===== config.mk =====
export PLATFORM = sky130hd
export DESIGN_NAME = bp_update_ctrl
export DESIGN_NICKNAME = d
export VERILOG_FILES = /design/src/rtl/bp_update_ctrl.sv
export SDC_FILE = /design/constraint.sdc
export NUM_CORES = 1
export LEC_CHECK = 0
export BUFFER_PORTS_ARGS = -buffer_cell sky130_fd_sc_hd__buf_2
export CAP_MARGIN = 10
export CELL_PAD_IN_SITES_DETAIL_PLACEMENT = 2
export CELL_PAD_IN_SITES_GLOBAL_PLACEMENT = 2
export CORE_MARGIN = 2
export CORE_UTILIZATION = 44
export CTS_CLUSTER_SIZE = 10
export DETAILED_ROUTE_END_ITERATION = 16
export PLACE_DENSITY = 0.81
export SYNTH_ARGS = -nofsm -noshare
export SYNTH_HDL_FRONTEND = slang
export SYNTH_SLANG_ARGS = --single-unit

===== constraint.sdc =====
create_clock -name clk -period 3.7 [get_ports clk]
set_input_delay 0.74 -clock clk [delete_from_list [all_inputs] [get_ports clk]]
set_output_delay 0.74 -clock clk [all_outputs]
set_load 0.01 [all_outputs]

===== src/rtl/bp_update_ctrl.sv =====
// Branch predictor update controller: owns the global history register and serialises every
// PHT/BTB write (post-reset/clear init sweep and queued resolved-branch updates) onto one port.
module bp_update_ctrl #(
    parameter int DBITS   = 32,
    parameter int BPBITS  = 8,
    parameter int BTBBITS = 4,
    parameter int QDEPTH  = 4
) (
    input  logic                 clk,
    input  logic                 reset,
    input  logic                 de_br_valid,
    input  logic                 de_pred_taken,
    input  logic                 upd_valid,
    output logic                 upd_ready,
    input  logic                 upd_taken,
    input  logic                 upd_mispred,
    input  logic [BPBITS-1:0]    upd_hist,
    input  logic [DBITS-1:0]     upd_pc,
    input  logic [DBITS-1:0]     upd_target,
    input  logic                 bp_clear,
    output logic [BPBITS-1:0]    bhr,
    output logic                 pht_wr_en,
    output logic [BPBITS-1:0]    pht_wr_idx,
    output logic [1:0]           pht_wr_op,
    output logic                 btb_wr_en,
    output logic [BTBBITS-1:0]   btb_wr_idx,
    output logic [DBITS+26:0]    btb_wr_data,
    output logic                 fetch_stall
);

    localparam int QW = $clog2(QDEPTH);
    localparam int CW = QW + 1;
    localparam logic [CW-1:0]     Q_FULL    = CW'(QDEPTH);
    localparam logic [BPBITS-1:0] CTR_LAST  = '1;
    localparam logic [BPBITS-1:0] BTB_SWEEP = BPBITS'(2 ** BTBBITS);
    localparam logic [1:0] OP_INC  = 2'b01;
    localparam logic [1:0] OP_DEC  = 2'b10;
    localparam logic [1:0] OP_LOAD = 2'b11;

    typedef enum logic [1:0] {ST_INIT, ST_RUN, ST_DRAIN} state_t;

    state_t              state_q, state_d;
    logic [BPBITS-1:0]   ctr_q, ctr_d;
    logic [BPBITS-1:0]   bhr_q, bhr_d;
    logic [QW-1:0]       wr_ptr_q, wr_ptr_d, rd_ptr_q, rd_ptr_d;
    logic [CW-1:0]       count_q, count_d;
    logic                upd_ready_q, upd_ready_d;
    logic                fetch_stall_q, fetch_stall_d;
    logic                pht_wr_en_q, pht_wr_en_d;
    logic [BPBITS-1:0]   pht_wr_idx_q, pht_wr_idx_d;
    logic [1:0]          pht_wr_op_q, pht_wr_op_d;
    logic                btb_wr_en_q, btb_wr_en_d;
    logic [BTBBITS-1:0]  btb_wr_idx_q, btb_wr_idx_d;
    logic [DBITS+26:0]   btb_wr_data_q, btb_wr_data_d;

    // Only the 26-bit tag of the PC is kept; it also covers every index bit.
    logic                q_taken  [QDEPTH];
    logic [BPBITS-1:0]   q_hist   [QDEPTH];
    logic [25:0]         q_tag    [QDEPTH];
    logic [DBITS-1:0]    q_target [QDEPTH];

    logic                push, pop;
    logic                head_taken;
    logic [BPBITS-1:0]   head_hist;
    logic [25:0]         head_tag;
    logic [DBITS-1:0]    head_target;
    logic                unused_pc_hi;

    assign unused_pc_hi = ^upd_pc[DBITS-1:26];

    always_ff @(posedge clk) begin
        if (push) begin
            q_taken[wr_ptr_q]  <= upd_taken;
            q_hist[wr_ptr_q]   <= upd_hist;
            q_tag[wr_ptr_q]    <= upd_pc[25:0];
            q_target[wr_ptr_q] <= upd_target;
        end
    end

    always_comb begin
        push        = upd_valid && upd_ready_q;
        pop         = (state_q != ST_INIT) && (count_q != '0);
        head_taken  = q_taken[rd_ptr_q];
        head_hist   = q_hist[rd_ptr_q];
        head_tag    = q_tag[rd_ptr_q];
        head_target = q_target[rd_ptr_q];

        state_d       = state_q;
        ctr_d         = ctr_q;
        bhr_d         = bhr_q;
        wr_ptr_d      = push ? wr_ptr_q + 1'b1 : wr_ptr_q;
        rd_ptr_d      = pop ? rd_ptr_q + 1'b1 : rd_ptr_q;
        count_d       = count_q;
        pht_wr_en_d   = 1'b0;
        pht_wr_idx_d  = '0;
        pht_wr_op_d   = 2'b00;
        btb_wr_en_d   = 1'b0;
        btb_wr_idx_d  = '0;
        btb_wr_data_d = '0;

        case ({push, pop})
            2'b10:   count_d = count_q + 1'b1;
            2'b01:   count_d = count_q - 1'b1;
            default: count_d = count_q;
        endcase

        if (pop) begin
            pht_wr_en_d  = 1'b1;
            pht_wr_idx_d = head_tag[BPBITS+1:2] ^ head_hist;
            pht_wr_op_d  = head_taken ? OP_INC : OP_DEC;
            if (head_taken) begin
                btb_wr_en_d   = 1'b1;
                btb_wr_idx_d  = head_tag[BTBBITS+1:2];
                btb_wr_data_d = {head_tag, 1'b1, head_target};
            end
        end

        // A mispredict repair replaces the history outright, so it wins over a DE shift.
        if (state_q != ST_INIT) begin
            if (push && upd_mispred) begin
                bhr_d = {upd_hist[BPBITS-2:0], upd_taken};
            end else if (de_br_valid) begin
                bhr_d = {bhr_q[BPBITS-2:0], de_pred_taken};
            end
        end

        case (state_q)
            ST_INIT: begin
                pht_wr_en_d  = 1'b1;
                pht_wr_idx_d = ctr_q;
                pht_wr_op_d  = OP_LOAD;
                if (ctr_q < BTB_SWEEP) begin
                    btb_wr_en_d  = 1'b1;
                    btb_wr_idx_d = ctr_q[BTBBITS-1:0];
                end
                ctr_d = ctr_q + 1'b1;
                if (ctr_q == CTR_LAST) begin
                    state_d = ST_RUN;
                end
            end
            ST_RUN: begin
                if (bp_clear) begin
                    state_d = ST_DRAIN;
                end
            end
            ST_DRAIN: begin
                if (count_q == '0) begin
                    state_d = ST_INIT;
                    ctr_d   = '0;
                    bhr_d   = '0;
                end
            end
            default: state_d = ST_INIT;
        endcase

        upd_ready_d   = (state_d == ST_RUN) && (count_d < Q_FULL);
        fetch_stall_d = (state_d != ST_RUN);
    end

    always_ff @(posedge clk or negedge reset) begin
        if (!reset) begin
            state_q       <= ST_INIT;
            ctr_q         <= '0;
            bhr_q         <= '0;
            wr_ptr_q      <= '0;
            rd_ptr_q      <= '0;
            count_q       <= '0;
            upd_ready_q   <= 1'b0;
            fetch_stall_q <= 1'b1;
            pht_wr_en_q   <= 1'b0;
            pht_wr_idx_q  <= '0;
            pht_wr_op_q   <= 2'b00;
            btb_wr_en_q   <= 1'b0;
            btb_wr_idx_q  <= '0;
            btb_wr_data_q <= '0;
        end else begin
            state_q       <= state_d;
            ctr_q         <= ctr_d;
            bhr_q         <= bhr_d;
            wr_ptr_q      <= wr_ptr_d;
            rd_ptr_q      <= rd_ptr_d;
            count_q       <= count_d;
            upd_ready_q   <= upd_ready_d;
            fetch_stall_q <= fetch_stall_d;
            pht_wr_en_q   <= pht_wr_en_d;
            pht_wr_idx_q  <= pht_wr_idx_d;
            pht_wr_op_q   <= pht_wr_op_d;
            btb_wr_en_q   <= btb_wr_en_d;
            btb_wr_idx_q  <= btb_wr_idx_d;
            btb_wr_data_q <= btb_wr_data_d;
        end
    end

    assign upd_ready   = upd_ready_q;
    assign fetch_stall = fetch_stall_q;
    assign bhr         = bhr_q;
    assign pht_wr_en   = pht_wr_en_q;
    assign pht_wr_idx  = pht_wr_idx_q;
    assign pht_wr_op   = pht_wr_op_q;
    assign btb_wr_en   = btb_wr_en_q;
    assign btb_wr_idx  = btb_wr_idx_q;
    assign btb_wr_data = btb_wr_data_q;

endmodule


; Yosys cells after proc, flatten, opt, wreduce, memory -nomap -nowiden
; Memories as Yosys holds them, arrays and structs flattened.
; Cells that the tools add are included.
[word_totals]
regBits = 102
n_memories = 4
mem_bits_rw = 268
word_cells = 75
[mem_list]
columns = name, words, word_bits, read_ports, rd_clocked_by_memory_dff, wr, line
row1 = q_target, 4, 32, 1, 0, 1, 60  ; logic [DBITS-1:0] q_target [QDEPTH];
row2 = q_tag, 4, 26, 1, 0, 1, 59  ; logic [25:0] q_tag [QDEPTH];
row3 = q_hist, 4, 8, 1, 0, 1, 58  ; logic [BPBITS-1:0] q_hist [QDEPTH];
row4 = q_taken, 4, 1, 1, 0, 1, 57  ; logic q_taken [QDEPTH];
[op_classes]
eq_ne = 8
order_cmp = 2
bitwise_logic = 1
n_mux = 31
reduce_logical = 10
addsub = 5
[ops]
columns = operator, n
row1 = 59-bit two-way mux, 2
row2 = 8-bit two-way mux, 8
row3 = 4-bit two-way mux, 4
row4 = 8-bit one-hot mux with 2 select lines, 1
row5 = 2-bit two-way mux, 6
row6 = 8-bit by 1-bit adder with 8-bit output (second input constant), 1
row7 = 8-bit == test (second input constant), 1
row8 = 8-bit by 5-bit less-than comparator with 1-bit output (second input constant), 1
row9 = 1-bit two-way mux, 8
row10 = 8-bit bitwise XOR, 1
row11 = 2-bit by 1-bit == test with 1-bit output (second input constant), 3
row12 = 2-bit one-hot mux with 3 select lines, 1
row13 = 3-bit one-hot mux with 2 select lines, 1
row14 = 2-bit by 1-bit adder with 2-bit output (second input constant), 2
row15 = 2-bit == test (second input constant), 2
row16 = 1-bit logical AND, 4
row17 = 2-bit nonzero test, 2
row18 = 3-bit by 1-bit adder with 3-bit output (second input constant), 1
row19 = 3-bit zero test, 1
row20 = 3-bit less-than comparator (second input constant), 1
row21 = 3-bit nonzero test, 1
row22 = 3-bit by 1-bit subtractor with 3-bit output (second input constant), 1
row23 = 2-bit zero test, 1
row24 = 2-bit by 1-bit != test with 1-bit output (second input constant), 1
row25 = other kinds (2), 2

; Longest topological paths before layout
; Gate-level depths: netlist (run 1).
[logic_depth]
word_depth = 6
depth_mapped = 11
depth_no_buf = 10

; Worst setup path before layout (run 1)
; No wires, ideal clock.
[synth_path]
kind = input port to flip-flop
from = input upd_valid
to = memory q_hist[0][0], enable pin
arrival_ns = 2.366
required_ns = 3.267
path_slack_ns = 0.901
setup_time_ns = 0.433
cell_stages = 1
path_cell_list = and3_1
[synth_between]
elab_chain_cells = 3
[synth_rtl]
columns = item, line
row1 = "start, declared", 13  ; input logic upd_valid,
row2 = 1-bit logical AND, 81  ; push = upd_valid && upd_ready_q;
row3 = 1-bit two-way mux, 72  ; if (push) begin
row4 = 1-bit two-way mux (not written as such), 74  ; q_hist[wr_ptr_q] <= upd_hist;
row5 = "end, declared", 58
; No other way between the ends.

; Worst setup path after layout (run 1)
[layout_path]
from = register state_q[0]
to = register upd_ready_q (netlist: upd_ready)
[layout_between]
elab_chain_cells = 6
elab_cells_between_ends = 15
classes_between = 1 x order compare / 5 x eq/ne / 5 x mux / 4 x reduce/logical
[layout_rtl]
columns = item, line
row1 = "start, declared", 42  ; state_t state_q, state_d;
row2 = "start signal, assigned", 177  ; state_q <= state_d;
row3 = 2-bit nonzero test *, 82  ; pop = (state_q != ST_INIT) && (count_q != '0);
row4 = 1-bit logical AND *, 82
row5 = via pop, 62  ; logic push, pop;
row6 = 2-bit by 1-bit == test with 1-bit output / 2-bit == test (equally long branches), 101  ; case ({push, pop})
row7 = 3-bit one-hot mux with 2 select lines *, 101
row8 = via count_d[2], 46  ; logic [CW-1:0] count_q, count_d;
row9 = 3-bit less-than comparator *, 156  ; upd_ready_d = (state_d == ST_RUN) && (count_d < Q_FULL);
row10 = 1-bit logical AND *, 156
row11 = via upd_ready_d, 47  ; logic upd_ready_q, upd_ready_d;
row12 = "end signal, assigned", 183  ; upd_ready_q <= upd_ready_d;
row13 = "end, declared", 47
; The timed path passes the listed nets; every way through them passes the cells marked *.
; A chain may end at the register's enable or synchronous reset.

==> results of run 1 <==
Yosys cell counts (all sizes together) (2+ instances only):
| library cell | n |
|---|---|
| xnor2 | 14 |
| nand3 | 12 |
| ha | 6 |
| nor2b | 2 |
| mux4 | 66 |
| clkbuf | 5 |
| xor2 | 2 |
| inv | 8 |
| and3 | 7 |
| buf | 25 |
| o21ai | 14 |
| a21o | 8 |
| dfrtp | 101 |
| nand2 | 37 |
| a21oi | 10 |
| or2 | 2 |
| mux2i | 6 |
| edfxtp | 268 |
| nor3 | 2 |
| and2 | 58 |
| nand4 | 2 |
| nor2 | 9 |
| a22o | 5 |
worst max-delay path by stage:
stage | start | endpoint | slack, ps | cells past startpoint
floorplan | upd_valid | q_hist[0][0] | 900 | 1
global placement | state_q[0] | upd_ready | 1330 | 10
detailed placement | state_q[0] | upd_ready | 1210 | 10
CTS | state_q[0] | upd_ready | 1200 | 10
global route | state_q[0] | upd_ready | 1030 | 10
finish | state_q[0] | upd_ready | 1220 | 10
metal layers:
metal	global-route usage	up-vias	routed length, um	part of all wire
met5	0	-	55	0.0017
met4	0.04452	8	449	0.014
met3	0.05032	47	1758	0.055
met2	0.3522	179	16770	0.52
met1	0.2555	3677	12950	0.40
li1	-	2990	-	-
critical path: cells and delay by family (launching register included):
kind / cells / cell delay (ps)
flip-flops: 1 / 460
XOR/XNOR: 2 / 390
adder cells (fa/ha/maj): 2 / 560
AND/OR/NAND/NOR: 4 / 740
buffers and inverters: 2 / 210
metrics by stage:
step           hold slack [ps]  setup slack (ps)    util
6_report                 292.1              1221  0.5279
5_1_grt                  316.7              1025  0.5279
4_1_cts                  301.6              1195  0.5279
3_5_place_dp             517.3              1211  0.4872
3_3_place_gp             493.7              1332  0.4872
2_1_floorplan            444.4             901.5       -
logic make-up after synthesis:
family / after synthesis
simple gates: 135
buf+inv: 38
flops: 370
xor+xnor: 16
fa+ha+maj: 7
mux: 73
compound gates: 40
power groups by stage:
stage          clock (mW)  combinational (mW)  sequential (mW)
3_5_place_dp            0               0.106             4.54
5_1_grt              4.06               0.116             4.45
3_3_place_gp            0              0.0951             4.54
2_1_floorplan           0             0.00164             4.54
4_1_cts              3.91               0.107             4.45
6_report             3.80               0.104             4.46
area by class of cell:
type                            instances  area [um2]  share of cell area
Timing Repair Buffer                  172       948.4             0.05874
Clock inverter                          2       28.78            0.001782
Sequential cell                       370       10610              0.6570
Inverter                                8       30.03            0.001860
Multi-Input combinational cell        271        2821              0.1747
Clock buffer                           77        1214             0.07516
Tap cell                              396       495.5             0.03069
flip-flops by register name, summed over array words and instances (netlist names), 4 cells and up:
name and count:
btb_wr_data 59, q_hist 32, bhr 8, ctr_q 8
q_tag 104, btb_wr_idx 4, q_target 128, pht_wr_idx 8
q_taken 4
==> results by group, run 1 <==
Pwr
  • Cell Pwr Density: a little over 500 nW/um2
  • Psw: roughly 1.7 mW
  • P_int: about 6.7 mW
  • Combinational power share: 0.012
  • VDD IR max: approximately 0.00034 V
  • LEAKAGE: roughly 6.2 nW
  • Sequential share of power: 0.533
  • Clk network pwr share: 0.455
  • Total power: between 8 and 9 mW
  • Sw frac: 0.1992

Clock network
  • Clock-pin slew on the worst setup and hold paths: 50 ps
  • Post-CTS Resized: 0
  • Post CTS Setup Buffer Count: 0
  • Worst skew pair latency: 540 ps
  • # clock sinks: between 300 and 400
  • CTS tree: yes
  • Clk root buf: clkbuf_16
  • H-tree lvl count: 2
  • Hold Buf Count CTS: 0
  • Longest Clk Path Bufs: 3
  • TritonCTS Buffers: between 40 and 50

Worst hold path
  • Worst min path class: primary input to asynchronous set/reset pin

Global routing
  • Vias in the first global route: slightly below 8k
  • GRT Overall Usage: 0.2016
  • Gr ovfl total: 0
  • Initial antenna violation count: 4
  • Largest net degree at the start of global routing: between 60 and 70
  • First-pass GRT wire length: 49.36 mm

Synth
  • Syn_nets: approximately 770
  • Adder-cell share of the synthesized area: 0.006951
  • Mapped cell area: approximately 14000 um2
  • Compound-gate portion of the synthesized area: 0.01820
  • Post-synthesis mux area share: 0.1166
  • Post-Synthesis Cells: slightly below 700
  • Sequential area share after synthesis: 0.7749
  • Top post-synthesis cells by area: edfxtp_1 (59%), dfrtp_1 (18%), mux4_2 (9.2%)
  • Post-synthesis xor/xnor area fraction: 0.01024
  • Syn_area_per_cell: slightly above 20 um2
  • Async set-reset flop share out of synthesis: 0.2757
  • Yosys top cell area share: 0.5883
  • Largest family of logic cells by synthesized area: multiplexers
  • Synth area leader: edfxtp_1
  • Post-synthesis cell type count: 42
  • Synth Register Bits: between 300 and 400
  • Post-synth EDFFs: 268
  • Post-Synth Simple-Gate Area: 0.05277
  • Ys flop type: edfxtp_1
  • YS warnings: 0

Place
  • RePlAce Congestion: between 0.7 and 0.8
  • DP Area: 14900 um2
  • Detailed-placement wirelength estimate: between 15 and 20 mm
  • IO Port Bufs: 158
  • Placed Cells: ~1.2k

Floorplan
  • Die W: around 180 um
  • Core footprint: 30590 um2
  • Die height: about 180 um
  • FP Rows: between 60 and 70
  • Die footprint: 32520 um2
  • Starting Density: 0.4472
  • IO Pins: roughly 170

Critical path
  • Reg2reg path depth: 10
  • CP cell instances: or2_2, nand2_2, inv_1, ha_1, inv_1, fa_1, xor2_1, nor2_1, xor2_1, nor2_1
  • Worst Setup Path Type: register to register
  • Arrival time worst endpoint: about 2900 ps
  • Startpoint class of the critical path: register
  • Worst R2R End: upd_ready
  • Worst EP required: around 4100 ps
  • Reg2reg setup slack: 1220 ps
  • Crit-path max FO: 12
  • CP max stage delay: between 400 and 500 ps
  • Reg-to-Reg Start: state_q[0]
  • Slowest CP cell: dfrtp_1
  • CP endpoint kind: register

Route
  • Pre-antenna DRT Iters: 5
  • DR WL/cell: 24.68 um
  • Post-route ant nets: 0
  • 1st-iter DRT viols: around 380
  • # DRC: 0
  • Total number of vias: between 6k and 7k
  • Vias per std cell: 5.325
  • WL final: ~32 mm

Timing
  • Max Clock Freq: 403.4 MHz
  • Min cycle time layout: ~2500 ps
  • Relative slew slack: 0.3326
  • RSZ-0062 raised after global routing: false
  • Setup TNS: 0 ps
  • Hold Vio Cnt, Final: 0
  • # setup viols final: 0
  • Clk_skew: between 10 and 15 ps
  • Slew @ Worst Pin: 997.5 ps
  • Final critical-path share of the clock period: 0.6701
  • Final Max Tran Viols: 0

Final layout
  • Most frequent cells in the layout: edfxtp_1 (268), buf_2 (157), dfrtp_1 (99)
  • Fin cells: ~1.3k
  • Fillers: 2693
  • Fin area: 16150 um2
  • Share of layout cells above drive strength 1: 0.3200
  • Most common cell after layout, fill and taps aside: edfxtp_1
  • Antenna cell count: 0
  • Nets: 953
  • Area grow syn2layout: 18.03%

Status
  • Outcome: complete, no violations

Job
  • Maxcap violations: 0
Power figures use the tool's default switching activity.
==> run 2: changes to the inputs <==
--- a/config.mk
+++ b/config.mk
@@ -5,15 +5,16 @@
 export SDC_FILE = /design/constraint.sdc
 export NUM_CORES = 1
 export LEC_CHECK = 0
+export ABC_AREA = 1
 export BUFFER_PORTS_ARGS = -buffer_cell sky130_fd_sc_hd__buf_2
 export CAP_MARGIN = 10
 export CELL_PAD_IN_SITES_DETAIL_PLACEMENT = 2
 export CELL_PAD_IN_SITES_GLOBAL_PLACEMENT = 2
 export CORE_MARGIN = 2
-export CORE_UTILIZATION = 44
+export CORE_UTILIZATION = 35
 export CTS_CLUSTER_SIZE = 10
 export DETAILED_ROUTE_END_ITERATION = 16
-export PLACE_DENSITY = 0.81
+export PLACE_DENSITY = 0.78
 export SYNTH_ARGS = -nofsm -noshare
 export SYNTH_HDL_FRONTEND = slang
 export SYNTH_SLANG_ARGS = --single-unit
==> constraint.sdc (replaced) <==
create_clock -name clk -period 2 [get_ports clk]
set_input_delay 0.4 -clock clk [delete_from_list [all_inputs] [get_ports clk]]
set_output_delay 0.4 -clock clk [all_outputs]
set_load 0.01 [all_outputs]
==> run 2 against run 1 <==
Net effect:
- die area is 34% higher
- critical path type unchanged
- final cell count grew 59%
- synthesized cell count up 92%
- critical path depth fell by 2
- sequential power rose by 85%
- maximum frequency rose by 36%
- first-iteration DRC count increased by 11%
- register-to-register slack lost 1000 ps
- sequential cell count is the same
==> results by group, run 2 <==
Timing
  • Final critical-path share of the clock period: 0.9128 (+0.2428)
  • Max Clock Freq: 547.7 MHz (+36%)
  • Final Max Tran Viols: 0 (unchanged)
  • Setup TNS: 0 ps (unchanged)
  • Min cycle time layout: 1826 ps (-653.5 ps)
  • Clk_skew: 17.55 ps (+7.127 ps)
  • Slew @ Worst Pin: 695.9 ps (-301.5 ps)
  • # setup viols final: 0 (unchanged)
  • Hold Vio Cnt, Final: 0 (unchanged)
  • Relative slew slack: 0.5360 (+0.2035)
  • RSZ-0062 raised after global routing: false

Critical path
  • CP endpoint kind: register
  • Crit-path max FO: 141 (+129)
  • Worst EP required: 2440 ps (-1670 ps)
  • Worst Setup Path Type: register to register
  • Startpoint class of the critical path: register
  • Slowest CP cell: buf_12
  • Arrival time worst endpoint: 2270 ps (-620 ps)
  • CP cell instances: buf_12, nand2_1, nand2_1, nand2_1, nand2_1, nand2_1, nand3_1, nand2_1
  • Most used cell, CP: nand2_1
  • CP max stage delay: 460 ps (about the same)

Final layout
  • Most frequent cells in the layout: edfxtp_1 (268), nand2_1 (246), nor2_1 (226)
  • Most common cell after layout, fill and taps aside: edfxtp_1
  • Max reg flops: 128 (unchanged)
  • Fin util: 0.4224 (-0.1055)
  • Fin cells: 2056 (+59%)
  • Top reg by flops: q_target
  • Nets: 1563 (+64%)
  • Fin area: 17600 um2 (+9.0%)
  • Share of layout cells above drive strength 1: 0.1706 (-0.1494)
  • Fillers: 4344 (+61%)
  • Area grow syn2layout: 19.95%

Synth
  • Synth area leader: edfxtp_1
  • Commonest cells in the netlist: edfxtp_1 (268), nand2_1 (248), nor2_1 (231)
  • Syn_area_per_cell: 11.24 um2 (-44%)
  • Ys flop type: edfxtp_1
  • Top post-synthesis cells by area: edfxtp_1 (55%), dfrtp_1 (17%), nand2_1 (6.3%)
  • Sequential area share after synthesis: 0.7226 (-0.05234)
  • Syn_nets: 1392 (+82%)
  • Post-synthesis cell type count: 28 (-33%)
  • Async set-reset flop share out of synthesis: 0.2757 (unchanged)
  • YS warnings: 0 (unchanged)
  • Count leader, synth: edfxtp_1
  • Yosys top cell area share: 0.5485 (-0.03973)
  • Post-Synthesis Cells: 1305 (+92%)
  • Mapped cell area: 14670 um2 (+7.2%)
  • Synth Register Bits: 370 (unchanged)
  • Post-synth EDFFs: 268 (unchanged)

Clock network
  • Longest Clk Path Bufs: 3 (unchanged)
  • Clk root buf: clkbuf_16
  • CTS tree: yes
  • Clock-pin slew on the worst setup and hold paths: 60 ps (about the same)
  • H-tree lvl count: 2 (unchanged)
  • TritonCTS Buffers: 44 (+2.3%)
  • # clock sinks: 370 (unchanged)
  • Worst skew pair latency: 570 ps (+30 ps)

Route
  • DR WL/cell: 19.91 um (-19%)
  • Total number of vias: 10.00k (+45%)
  • Vias per std cell: 4.865 (-8.6%)
  • 1st-iter DRT viols: 427 (+11%)
  • Pre-antenna DRT Iters: 4 (-1)
  • WL final: 40.94 mm (+28%)
  • Post-route ant nets: 0 (unchanged)
  • # DRC: 0 (unchanged)

Floorplan
  • Starting Density: 0.3521 (-0.09510)
  • FP Rows: 75 (+17%)
  • IO Pins: 165 (unchanged)
  • Core footprint: 41670 um2 (+36%)
  • Die W: 208.7 um (+16%)
  • Die footprint: 43570 um2 (+34%)
  • Die height: 208.7 um (+16%)

Pwr
  • Cell Pwr Density: 906.3 nW/um2 (+75%)
  • VDD IR max: 0.0007925 V (+130%)
  • LEAKAGE: 7.570 nW (+22%)

Global routing
  • Initial antenna violation count: 6 (+2)
  • Vias in the first global route: 11.29k (+43%)
  • Gr ovfl total: 0 (unchanged)
  • GRT Overall Usage: 0.1902 (-0.01135)
  • First-pass GRT wire length: 64.05 mm (+30%)
  • Largest net degree at the start of global routing: 142 (+120%)

Place
  • Placed Cells: 1967 (+62%)
  • Detailed-placement wirelength estimate: 25.67 mm (+33%)
  • IO Port Bufs: 158 (unchanged)
  • RePlAce Congestion: 0.7400 (+0.94%)
  • DP Area: 16230 um2 (+8.9%)

Status
  • Outcome: complete, no violations

Job
  • Maxcap violations: 0 (unchanged)

Worst hold path
  • Worst min path class: primary input to register
==> run 2: changes by cell type in the layout (fill, tap and decap cells not counted), sizes merged, moves of 7 or more <==
cell / before / now
a21o: 8 / 0
and2: 58 / 0
and3: 7 / 0
buf: 172 / 185
inv: 10 / 129
mux4: 66 / 0
nand2: 37 / 250
nand3: 12 / 68
nor2: 9 / 232
o211ai: 0 / 10
o21ai: 14 / 161
xnor2: 14 / 1
==> run 2: metrics by stage <==
step                hold slack [ps]  setup slack, ps  total power [mW]
floorplan                     104.4           -48.35             8.483
global placement              287.7            131.6             8.684
detailed placement            297.3            57.83             8.709
CTS                           16.24            35.29             16.17
global route                  30.63            2.008             16.47
finish                        46.52            174.3             15.95
==> run 2: cells by family (layout without fill, tap and decap cells) <==
| logic type | after synthesis | count (layout) | synth area share |
|---|---|---|---|
| flip-flops | 370 | 370 | 0.7226 |
| buffers and inverters | 188 | 395 | 0.05577 |
| adder cells (fa/ha/maj) | 7 | 7 | 0.006481 |
| AO/OA/AOI/OAI | 180 | 180 | 0.06319 |
| other | 0 | 5 | 0 |
| AND/OR/NAND/NOR | 557 | 557 | 0.1502 |
| XOR/XNOR | 3 | 3 | 0.001791 |
==> run 2: final cells by class <==
class | count | area, um2 | area share
antenna | 5 | 12.51 | 0.0007110
clock buffer | 77 | 1266 | 0.07195
clock inverter | 5 | 55.05 | 0.003128
inverter | 127 | 479.2 | 0.02723
multi-input combinational | 747 | 3304 | 0.1878
sequential | 370 | 10610 | 0.6028
tap | 539 | 674.4 | 0.03832
timing repair buffer | 186 | 1197 | 0.06804
==> run 2: power by group <==
part           leakage [nW]  switching, mW  total [mW]  internal [mW]
sequential             3.76         0.0131        8.27           8.26
combinational          3.17          0.187       0.282         0.0953
clock                 0.636           3.09        7.40           4.30
==> run 2: timing repair <==
item                                    4_1_cts  5_1_grt
setup buffers                                 0        1
hold buffers                                  1        0
gates resized for setup                       0        6
endpoints found under the setup margin        0       15
endpoints found under the hold margin        12        0
==> run 2: worst paths after layout <==
kind / startpoint / to / slack (ps) / depth (start not counted)
worst max-delay path: rd_ptr_q[0] / pht_wr_idx[2] / 170 / 8
worst min-delay path: upd_target[7] / q_target[0][7] / 50 / 1
worst max register to register: rd_ptr_q[0] / pht_wr_idx[2] / 170 / 8
worst min register to register: count_q[2] / count_q[2] / 500 / 2
max in group asynchronous: reset / fetch_stall / 1100 / 3
min in group asynchronous: reset / btb_wr_data[11] / 250 / 2
==> run 2: worst max-delay path: cells and delay by family (launching register included) <==
kind | cells | cell delay, ps
flip-flops | 1 | 440
AND/OR/NAND/NOR | 7 | 690
buffers and inverters | 1 | 460
==> run 2: metal layers <==
layer | wire (um) | track usage | vias to the layer above
met5 | 12 | 0 | -
li1 | - | - | 4681
met4 | 992 | 0.06429 | 2
met1 | 16800 | 0.2263 | 5099
met3 | 1391 | 0.03006 | 66
met2 | 21740 | 0.3494 | 154
